[config.mk]
export PLATFORM = sky130hd
export DESIGN_NAME = geo_ram_seq
export DESIGN_NICKNAME = d
export VERILOG_FILES = /design/src/rtl/geo_ram_seq.sv
export SDC_FILE = /design/constraint.sdc
export NUM_CORES = 1
export LEC_CHECK = 0
export CAP_MARGIN = 10
export CORE_MARGIN = 2
export CORE_UTILIZATION = 48
export CTS_BUF_LIST = sky130_fd_sc_hd__clkbuf_16
export DETAILED_ROUTE_END_ITERATION = 12
export HOLD_SLACK_MARGIN = 0.05
export PLACE_DENSITY = 0.85
export SETUP_SLACK_MARGIN = 0.4
export SYNTH_ARGS = -nofsm -noshare
export SYNTH_HDL_FRONTEND = slang
export SYNTH_SLANG_ARGS = --single-unit
[constraint.sdc]
create_clock -name PHI2 -period 3.4 [get_ports PHI2]
set_input_delay 0.68 -clock PHI2 [delete_from_list [all_inputs] [get_ports PHI2]]
set_output_delay 0.68 -clock PHI2 [all_outputs]
set_load 0.02 [all_outputs]
[src/rtl/geo_ram_seq.sv]
// GeoRAM memory sequencer: turns page-window accesses into registered DRAM
// commands and fills idle PHI2 cycles with CBR refresh drawn from a debt counter.
module geo_ram_seq #(
  parameter int REF_INTERVAL = 15,
  parameter int DEBT_W       = 4,
  parameter int ROW_W        = 12
) (
  input  logic             PHI2,
  input  logic             nRESET,
  input  logic             RamSEL,
  input  logic             nWE,
  input  logic [7:0]       A,
  input  logic [7:0]       Block,
  input  logic [5:0]       Window,
  output logic [1:0]       Cmd,
  output logic [21:0]      RamAddr,
  output logic [ROW_W-1:0] RefRow,
  output logic             RefOverflow
);

  localparam int IVL_W = (REF_INTERVAL > 1) ? $clog2(REF_INTERVAL) : 1;

  localparam logic [1:0] CMD_IDLE    = 2'b00;
  localparam logic [1:0] CMD_READ    = 2'b01;
  localparam logic [1:0] CMD_WRITE   = 2'b10;
  localparam logic [1:0] CMD_REFRESH = 2'b11;

  logic [IVL_W-1:0]  ivlR;
  logic [DEBT_W-1:0] debtR;
  logic [ROW_W-1:0]  rowR;

  logic              ivlWrapS;
  logic              refreshS;
  logic [1:0]        cmdNextS;
  logic [DEBT_W-1:0] debtNextS;
  logic              ovfSetS;

  assign ivlWrapS = (ivlR == IVL_W'(REF_INTERVAL - 1));
  assign refreshS = !RamSEL && (debtR != DEBT_W'(0));

  // Command selection: a window access always wins over refresh.
  always_comb begin
    cmdNextS = CMD_IDLE;
    if (RamSEL) begin
      cmdNextS = nWE ? CMD_READ : CMD_WRITE;
    end else if (refreshS) begin
      cmdNextS = CMD_REFRESH;
    end else begin
      cmdNextS = CMD_IDLE;
    end
  end

  // Debt accounting: a credit paired with a refresh cancels out, so saturation only matters for an unpaid credit.
  always_comb begin
    debtNextS = debtR;
    ovfSetS   = 1'b0;
    if (ivlWrapS && !refreshS) begin
      if (&debtR) begin
        ovfSetS = 1'b1;
      end else begin
        debtNextS = debtR + DEBT_W'(1);
      end
    end else if (!ivlWrapS && refreshS) begin
      debtNextS = debtR - DEBT_W'(1);
    end else begin
      debtNextS = debtR;
    end
  end

  // Interval, debt and row counters.
  always_ff @(posedge PHI2 or negedge nRESET) begin
    if (!nRESET) begin
      ivlR  <= IVL_W'(0);
      debtR <= DEBT_W'(0);
      rowR  <= ROW_W'(0);
    end else begin
      ivlR  <= ivlWrapS ? IVL_W'(0) : ivlR + IVL_W'(1);
      debtR <= debtNextS;
      if (cmdNextS == CMD_REFRESH) begin
        rowR <= rowR + ROW_W'(1);
      end
    end
  end

  // Registered outputs to the DRAM pin driver; address and row hold outside their own cycles.
  always_ff @(posedge PHI2 or negedge nRESET) begin
    if (!nRESET) begin
      Cmd         <= CMD_IDLE;
      RamAddr     <= 22'd0;
      RefRow      <= ROW_W'(0);
      RefOverflow <= 1'b0;
    end else begin
      Cmd <= cmdNextS;
      if (RamSEL) begin
        RamAddr <= {Block, Window, A};
      end
      if (cmdNextS == CMD_REFRESH) begin
        RefRow <= rowR;
      end
      if (ovfSetS) begin
        RefOverflow <= 1'b1;
      end
    end
  end

endmodule
==> impl_metrics.tcl, run 1 <==
set metrics [dict create \
    worstSetupStartpointType "flop" \
    die_w_um 74.3 \
    holdCritPathClass "in2async" \
    rsz0062_at_grt "no" \
    critPathCaptureType "flop" \
    crit_required_ns 3.64 \
    synth_compound_area_share_pct 2.75 \
    syn_to_final_growth_pct 38.3 \
    track_usage_pct 18.8 \
    max_slew.worst_pin.slew_ns 0.685 \
    worstSetupPathType "reg2reg" \
    io_pins 63 \
    async_reset_ff_share_pct 100 \
    max_freq_ghz 0.378 \
    endpoint "debtR[3]" \
    p_per_area_nw_per_um2 690 \
    drt_first_pass_iters 4 \
    synthXorXnorAreaFrac_pct 5.17 \
    die_h_um 74.3 \
    num_vias 1629 \
    r2r_end "debtR[3]" \
    synthDistinctLibCells 35 \
    postCtsSetupRepairBufs 0 \
    cts_resized 0 \
    ys_ff_latch 57 \
    drt_iter0_markers 76 \
    antenna_cells 0 \
    synth_top_family_by_area "simple AND/OR/NAND/NOR gates" \
    dpl.cell_count 314 \
    cts-root-buf "clkbuf_16" \
    utilization_pct 68.9 \
    synth-simple-area-share_pct 14.0 \
    synth_seq_area_share_pct 60.2 \
    num_rows 25 \
    h-tree-depth 3 \
    cts_tree "done" \
    relSlewSlack_pct 54.4 \
    cts_buffer_depth 2 \
    slowest_stage "or4_1" \
    period_share_pct 77.9 \
    ant_nets 0 \
    routed_wl_um 4350 \
    syn-instance-count 189 \
    path_cells "or4_1 > nand2b_4 > nand2_2 > ha_1 > a21o_1 > a21oi_1 > mux2i_1 > xor2_1" \
    grt_max_degree 32 \
    clkLatencyLatePin_ns 0.32 \
    outcome "finished, final reports clean" \
    synth_edf_count 0 \
    final_cells 329 \
    arrival_ns 2.89 \
    cp_max_fo 15 \
    cts_buffers 9 \
    pre_cts_slack_ns 0.776 \
    drive_above_1_share_pct 17.2 \
    yosysWarnings 0 \
    via_per_inst 4.95 \
    muxShareOfSynthArea_pct 12.8 \
    setup_tns_ns 0 \
    antenna_found_initial 0 \
    p_leak_nw 1.49 \
    rrSetupSlack_ns 0.75 \
    maxSlewViolCount 0 \
    gp_congestion 0.778 \
    syn-cell-area_um2 2370 \
    dieArea_um2 5520 \
    skew_ns 0.00375 \
    core_area_um2 4750 \
    cpPeakStageDelay_ns 0.73 \
    wl_per_cell_um 13.2 \
    synth_nets 219 \
    syn_area_per_cell_um2 12.5 \
    synth_adder_area_share_pct 2.43 \
    initial_core_util_pct 49.8 \
    hpwl_um 2990 \
    r2r_start "debtR[0]" \
    crit_start "debtR[0]" \
    nets 288 \
    ff2ff_path_depth 8 \
    drcViolationCount 0 \
    drv_cap 0 \
    ys.flop_type "dfrtp_1" \
    io_buffers 62 \
    ir_drop_mv 0.427 \
    grt_pass1_vias 1585 \
    postCtsHoldBufs 0 \
    layout_setup_ws_ns 0.752 \
    clock_sinks 57 \
    grt-ovfl-total 0 \
    setup_viol 0 \
    fin_crit_ns 2.65 \
    grt_pass1_wl_um 7440 \
    timing.final.hold_violations 0 \
    path_clk_slew_ns 0.05 \
]
-- cell families (layout without fill, tap and decap cells) --
logic type | after synthesis | in the layout
buffers and inverters | 7 | 80
AND/OR/NAND/NOR | 70 | 70
adder cells (fa/ha/maj) | 4 | 4
multiplexers | 27 | 27
AO/OA/AOI/OAI | 10 | 10
flip-flops | 57 | 57
XOR/XNOR | 14 | 14
-- cell usage after synthesis, types with 2 or more instances --
library cell	n	share of area (%)
xor2_1	9	3.3
nor2_1	4	0.63
a21oi_1	2	0.42
nand4_1	5	1.3
xnor2_1	5	1.8
ha_1	3	1.6
o21ai_0	3	0.63
dfrtp_1	57	60
nor3_1	2	0.42
buf_1	2	0.32
mux2_2	26	12
nand2_1	48	7.6
-- final cells by class --
class	instances	area, um^2
fillers	370	1480
flip-flops and latches	57	1430
multi-input cells	125	881
repair buffers	65	638
clock buffers	9	225
well taps	67	83.8
clock inverters	6	22.5
-- worst max-delay path: cells and delay by family (launching register included) --
family                     cells  cell delay, ns
and+or+nand+nor                3            1.12
xor gates and xnor gates       1            0.16
AOI/OAI and AO/OA              2            0.31
adders and majority gates      1            0.29
muxes                          1            0.23
DFF                            1            0.44
-- flip-flops by register name, summed over array words and instances, names as in the netlist --
register	flops
debtR	4
RefRow	12
RamAddr	22
Cmd	2
ivlR	4
rowR	12
RefOverflow	1
-- per-layer routing --
layer  wire length (um)  GRT usage (%)  up-vias
li1                   -              -      784
met1               1860           23.2      786
met2               2110           29.1       50
met3                263           5.96        9
met4                121           11.3        0
met5                  0              0        -
-- metrics by stage --
step,hold WS [ns],power (mW),instance area [um^2]
3_5_place_dp,0.462,1.52,3030
3_3_place_gp,0.455,1.50,3030
2_1_floorplan,0.384,1.28,2370
4_1_cts,0.415,2.28,3280
5_1_grt,0.476,2.38,3280
6_report,0.401,2.26,3280
-- worst min path at each step --
stage                     depth (start not counted)        end  slack [ns]       from
after floorplan                                   0     Cmd[0]        0.38     nRESET
after global placement                            1    rowR[2]        0.45    rowR[2]
after detailed placement                          2  RefRow[4]        0.46  RefRow[4]
after CTS                                         1    ivlR[1]        0.42     nRESET
after global routing                              1    ivlR[1]        0.48     nRESET
final                                             1    ivlR[1]        0.40     nRESET
-- cell usage in the layout, fill, tap and decap left out, types with 2 or more instances in the layout --
master           netlist  routed
a21oi_1                2       2
buf_4                  0       3
clkbuf_16              0       9
clkdlybuf4s50_1        0      61
dfrtp_1               57      57
ha_1                   3       3
inv_1                  0       5
mux2_2                26      26
nand2_1               48      48
nand4_1                5       5
nor2_1                 4       4
nor3_1                 2       2
o21ai_0                3       3
xnor2_1                5       5
xor2_1                 9       9
-- power breakdown --
group          internal (mW)  total (mW)  leakage (nW)  switching [mW]
Combinational          0.297       0.577         0.647           0.280
Clock                  0.470       0.742         0.139           0.272
Sequential             0.817       0.941         0.705           0.124
No activity file was read; power rests on OpenSTA's default activity.
==> inputs of run 2 (changes only) <==
Clock period 3.4 ns to 2.6 ns, I/O delays scaled along.
==> run 2 against run 1 <==
  * Global-route usage decreased by 0.56 points
  * Non-clock buffer count grew 6
  * Clock power is 52% higher
  * Combinational power up 45%
  * Routed wire length is 1.1% higher
  * Cell count grew 2.1%
  * Largest cell class unchanged
  * Total power grew 41%
  * Core utilization up 2.8 points
==> impl_metrics.tcl, run 2 (synthesis gave the netlist of run 1 again) <==
set metrics [dict create \
    p_per_area_nw_per_um2 935 \
    timing.final.hold_violations 0 \
    nets 294 \
    outcome "finished, final reports clean" \
    grt-ovfl-total 0 \
    grt_use_met3_pct 6.64 \
    die_w_um 74.3 \
    setup_tns_ns 0 \
    final_cell_mix "61 x clkdlybuf4s50_1, 56 x dfrtp_1, 48 x nand2_1" \
    pre_cts_slack_ns 0.232 \
    largest_reg_flops 22 \
    routed_wl_um 4400 \
    max_slew.worst_pin.slew_ns 0.779 \
    top_usage_layer "met2" \
    critPathCaptureType "flop" \
    setup_viol 0 \
    holdCritPathClass "in2async" \
    core_area_um2 4750 \
    track_usage_pct 18.2 \
    maxSlewViolCount 0 \
    arrival_ns 2.38 \
    syn_to_final_growth_pct 43.9 \
    cts_buffer_depth 2 \
    cts_resized 0 \
    gp_congestion 0.831 \
    use_met2_pct 30.3 \
    path_clk_slew_ns 0.05 \
    drv_cap 0 \
    worstSetupPathType "reg2reg" \
    final_common_cell "clkdlybuf4s50_1" \
    grt_pass1_vias 1694 \
    r2r_start "debtR[2]" \
    dieArea_um2 5520 \
    io_buffers 62 \
    layout_setup_ws_ns 0.462 \
    via_per_inst 4.91 \
    rrSetupSlack_ns 0.46 \
    drt_iter0_markers 76 \
    worstSetupStartpointType "flop" \
    relSlewSlack_pct 47.9 \
    fin_crit_ns 2.14 \
    antenna_cells 0 \
    cts_buffers 9 \
    drive_above_1_share_pct 23.0 \
    r2r_end "debtR[3]" \
    wl_per_cell_um 13.1 \
    io_pins 63 \
    cts-root-buf "clkbuf_16" \
    ant_nets 0 \
    max_freq_ghz 0.468 \
    period_share_pct 82.2 \
    grt_max_degree 35 \
    num_rows 25 \
    grt_util_met1_pct 20.9 \
    hpwl_um 3080 \
    cp_max_fo 4 \
    drt_first_pass_iters 4 \
    drcViolationCount 0 \
    clkLatencyLatePin_ns 0.32 \
    num_vias 1649 \
    p_leak_nw 1.53 \
    initial_core_util_pct 49.8 \
    antenna_found_initial 0 \
    cts_tree "done" \
    h-tree-depth 3 \
    rsz0062_at_grt "no" \
    clock_sinks 57 \
    ff2ff_path_depth 8 \
    die_h_um 74.3 \
    crit_required_ns 2.84 \
    top_register "RamAddr" \
    top_regs "RamAddr x22, RefRow x12, rowR x12" \
    ir_drop_mv 0.455 \
    grt_pass1_wl_um 7380 \
    skew_ns 0.00597 \
]
==> run 2: where the power goes <==
part | internal (mW) | leakage (nW) | switching (mW)
Clock | 0.737 | 0.137 | 0.391
Sequential | 1.07 | 0.704 | 0.156
Combinational | 0.448 | 0.691 | 0.387
Total | 2.25 | 1.53 | 0.934
==> run 2: through the flow <==
stage          cell area (um^2)  total power, mW  util (%)  cells  hold WS [ns]
4_1_cts                    3380             3.17      71.1    332         0.195
6_report                   3410             3.19      71.7    336         0.186
5_1_grt                    3410             3.36      71.7    336         0.238
3_5_place_dp               3070             2.02      64.5    314         0.464
2_1_floorplan              2400             1.70         -    189         0.224
3_3_place_gp               3070             1.99      64.5    314         0.460
==> run 2: cell type report <==
| type | count | area [um^2] |
|---|---|---|
| Clock buffer | 9 | 225 |
| Tap cell | 67 | 83.8 |
| Timing Repair Buffer | 71 | 696 |
| Sequential cell | 57 | 1430 |
| Multi-Input combinational cell | 125 | 906 |
| Clock inverter | 7 | 71.3 |
| Fill cell | 359 | 1350 |
==> run 2: how the worst max path moves through the flow <==
stage              from       end  slack (ns)  depth (start not counted)
2_1_floorplan  debtR[1]  debtR[3]        0.34                         10
3_3_place_gp     RamSEL  debtR[3]        0.28                          8
3_5_place_dp     RamSEL  debtR[3]        0.23                          8
4_1_cts        debtR[2]  debtR[3]        0.44                          8
5_1_grt        debtR[1]  debtR[3]        0.38                          8
6_report       debtR[2]  debtR[3]        0.46                          8
==> run 2: repair_timing <==
item                                    CTS  global route
hold buffers                              0             0
buffers inserted                          2             4
endpoints found under the hold margin     0             0
endpoints found under the setup margin    3             1
pin swaps                                 1             1
==> run 2: worst max-delay path, stage by stage, from the launching register on <==
cell and delay [ns]:
dfrtp_1 0.40, or4_4 0.56, nand2b_4 0.10, nand2_4 0.07, ha_4 0.21, a21o_1 0.19, a21oi_2 0.13, mux2i_1 0.23
xor2_1 0.17
==> run 2: routing by layer <==
layer  wire length (um)  share of wire (%)
met1               1870                 43
met2               2190                 50
met3                238                5.4
met4                 97                2.2
met5                  0                  0
==> inputs of run 3 (changes only) <==
Clock period 2.6 ns to 2.1 ns, I/O delays scaled along.
==> run 3 against run 2 <==
  * The run now ends with setup timing left
  * Core utilization grew 1.2 points
  * Critical path depth did not move
  * Via count up 2.7%
  * Worst hold slack worse by 0.078 ns
  * Clock power is 5% higher
  * Sequential share of layout area decreased by 0.68 points
  * Setup slack lost 0.49 ns
  * Critical endpoint unchanged
  * Clock skew decreased by 0.0023 ns
==> impl_metrics.tcl, run 3 (synthesis gave the netlist of run 1 again) <==
set metrics [dict create \
    period_share_pct 101 \
    dpl.cell_count 323 \
    max_freq_ghz 0.470 \
    final_cell_mix "56 x dfrtp_1, 48 x nand2_1, 28 x clkdlybuf4s50_1" \
    utilization_pct 72.9 \
    antenna_found_initial 0 \
    drive_above_1_share_pct 23.9 \
    pre_cts_slack_ns -0.124 \
    timing.final.hold_violations 0 \
    routed_wl_um 4970 \
    max_slew.worst_pin.slew_ns 0.607 \
    p_per_area_nw_per_um2 1090 \
    arrival_ns 2.36 \
    top_register "RamAddr" \
    postPlaceCellArea_um2 3140 \
    grt_pass1_vias 1754 \
    fin_crit_ns 2.13 \
    top_regs "RamAddr x22, RefRow x12, rowR x12" \
    gp_congestion 0.873 \
    final_common_cell "dfrtp_1" \
    num_vias 1694 \
    p_leak_nw 1.83 \
    final_cell_area_um2 3470 \
    largest_reg_flops 22 \
    antenna_cells 0 \
    cts_tree "done" \
    dieArea_um2 5520 \
    maxSlewViolCount 0 \
    timing.hold.ws_ns 0.108 \
    worstSetupPathType "reg2reg" \
    crit_buf_inv 0 \
    relSlewSlack_pct 59.5 \
    outcome "finished, violations left" \
    io_pins 63 \
    grt_pass1_wl_um 8200 \
    track_usage_pct 20.7 \
    rsz0062_at_grt "yes" \
    crit_required_ns 2.33 \
    layout_setup_ws_ns -0.0263 \
    wl_per_cell_um 14.6 \
    slowest_stage "or4_4" \
    grt_max_degree 33 \
    violations "setup timing" \
    postCtsHoldBufs 0 \
    initial_core_util_pct 49.8 \
    clock_sinks 57 \
    cts-root-buf "clkbuf_16" \
    nets 299 \
    core_area_um2 4750 \
    critPathCaptureType "flop" \
    setup_viol 2 \
    cts_buffer_depth 2 \
    cts_buffers 9 \
    cpPeakStageDelay_ns 0.56 \
    drcViolationCount 0 \
    critPathTopFamily "simple AND/OR/NAND/NOR gates" \
    drt_first_pass_iters 4 \
    worstSetupStartpointType "flop" \
    path_cells "or4_4 > nand2b_4 > nand2_4 > ha_4 > a21o_1 > a21oi_2 > mux2i_1 > xor2_1" \
    holdCritPathClass "in2async" \
    io_buffers 62 \
    drv_cap 0 \
    ir_drop_mv 0.867 \
    ant_nets 0 \
    path_clk_slew_ns 0.05 \
    syn_to_final_growth_pct 46.3 \
    clkLatencyLatePin_ns 0.32 \
    hpwl_um 3320 \
    die_w_um 74.3 \
    final_cells 339 \
    grt-ovfl-total 0 \
    via_per_inst 5.00 \
    cp_max_fo 3 \
    num_rows 25 \
    h-tree-depth 3 \
    die_h_um 74.3 \
    drt_iter0_markers 119 \
    fill_cells 333 \
    skew_ns 0.00371 \
]
run 3: changes by cell type in the layout (fill, tap and decap cells not counted), moves of 2 or more:
cell,change
clkdlybuf4s50_1,-33
dlygate4sd2_1,+13
mux2_2,-2
buf_4,+5
clkinv_2,-2
clkinvlp_4,-3
nor3_1,-2
mux2_4,+2
inv_1,+3
dlymetal6s2s_1,+20
nor3_2,+2
clkinv_1,+2
run 3: path summary, 6_finish.rpt:
check                          start          end  slack (ns)  cells past startpoint
min reg2reg                RefRow[6]    RefRow[6]        0.46                      2
min in group PHI2          RefRow[6]    RefRow[6]        0.46                      2
max reg2reg                 debtR[0]     debtR[3]       -0.03                      8
max                         debtR[0]     debtR[3]       -0.03                      8
max in group asynchronous     nRESET     debtR[1]        1.41                      2
min                           nRESET  RefOverflow        0.11                      1
run 3: power breakdown:
group | total, mW | switching [mW] | internal [mW]
clock network | 1.19 | 0.438 | 0.757
registers | 1.48 | 0.155 | 1.32
logic | 1.12 | 0.561 | 0.558
run 3: area by class of cell:
cell class / instances / area (um^2) / share of cell area [%]
clock inverters: 5 / 18.8 / 0.542
repair buffers: 76 / 767 / 22.1
well taps: 67 / 83.8 / 2.42
flip-flops and latches: 57 / 1430 / 41.2
multi-input cells: 125 / 943 / 27.2
clock buffers: 9 / 225 / 6.50
run 3: per-stage QoR:
step                setup TNS (ns)  power (mW)
finish                     -0.0308        3.79
detailed placement          -0.129        2.60
CTS                        -0.0986        3.83
global placement          -0.00143        2.56
floorplan                   -0.312        2.11
global route                -0.166        3.99
run 3: worst reg2reg max path, delay by kind of cell (launching register included):
| kind | cells | cell delay [ns] |
|---|---|---|
| adder cells (fa/ha/maj) | 1 | 0.21 |
| flip-flops | 1 | 0.38 |
| multiplexers | 1 | 0.24 |
| XOR/XNOR | 1 | 0.20 |
| AO/OA/AOI/OAI | 2 | 0.29 |
| AND/OR/NAND/NOR | 3 | 0.72 |
run 3: layer usage:
layer / routed length [um] / part of all wire (%) / GRT usage (%) / vias up
li1: - / - / - / 798
met1: 1960 / 40 / 24.3 / 826
met2: 2600 / 52 / 34.1 / 55
met3: 278 / 5.6 / 7.18 / 15
met4: 127 / 2.6 / 10.1 / 0
met5: 0 / 0 / 0 / -
run 3: repair_timing:
item	CTS	global route
gates resized for setup	17	24
pin swaps	4	4
setup endpoints to repair	18	33
setup buffers	2	0
cloned	0	0
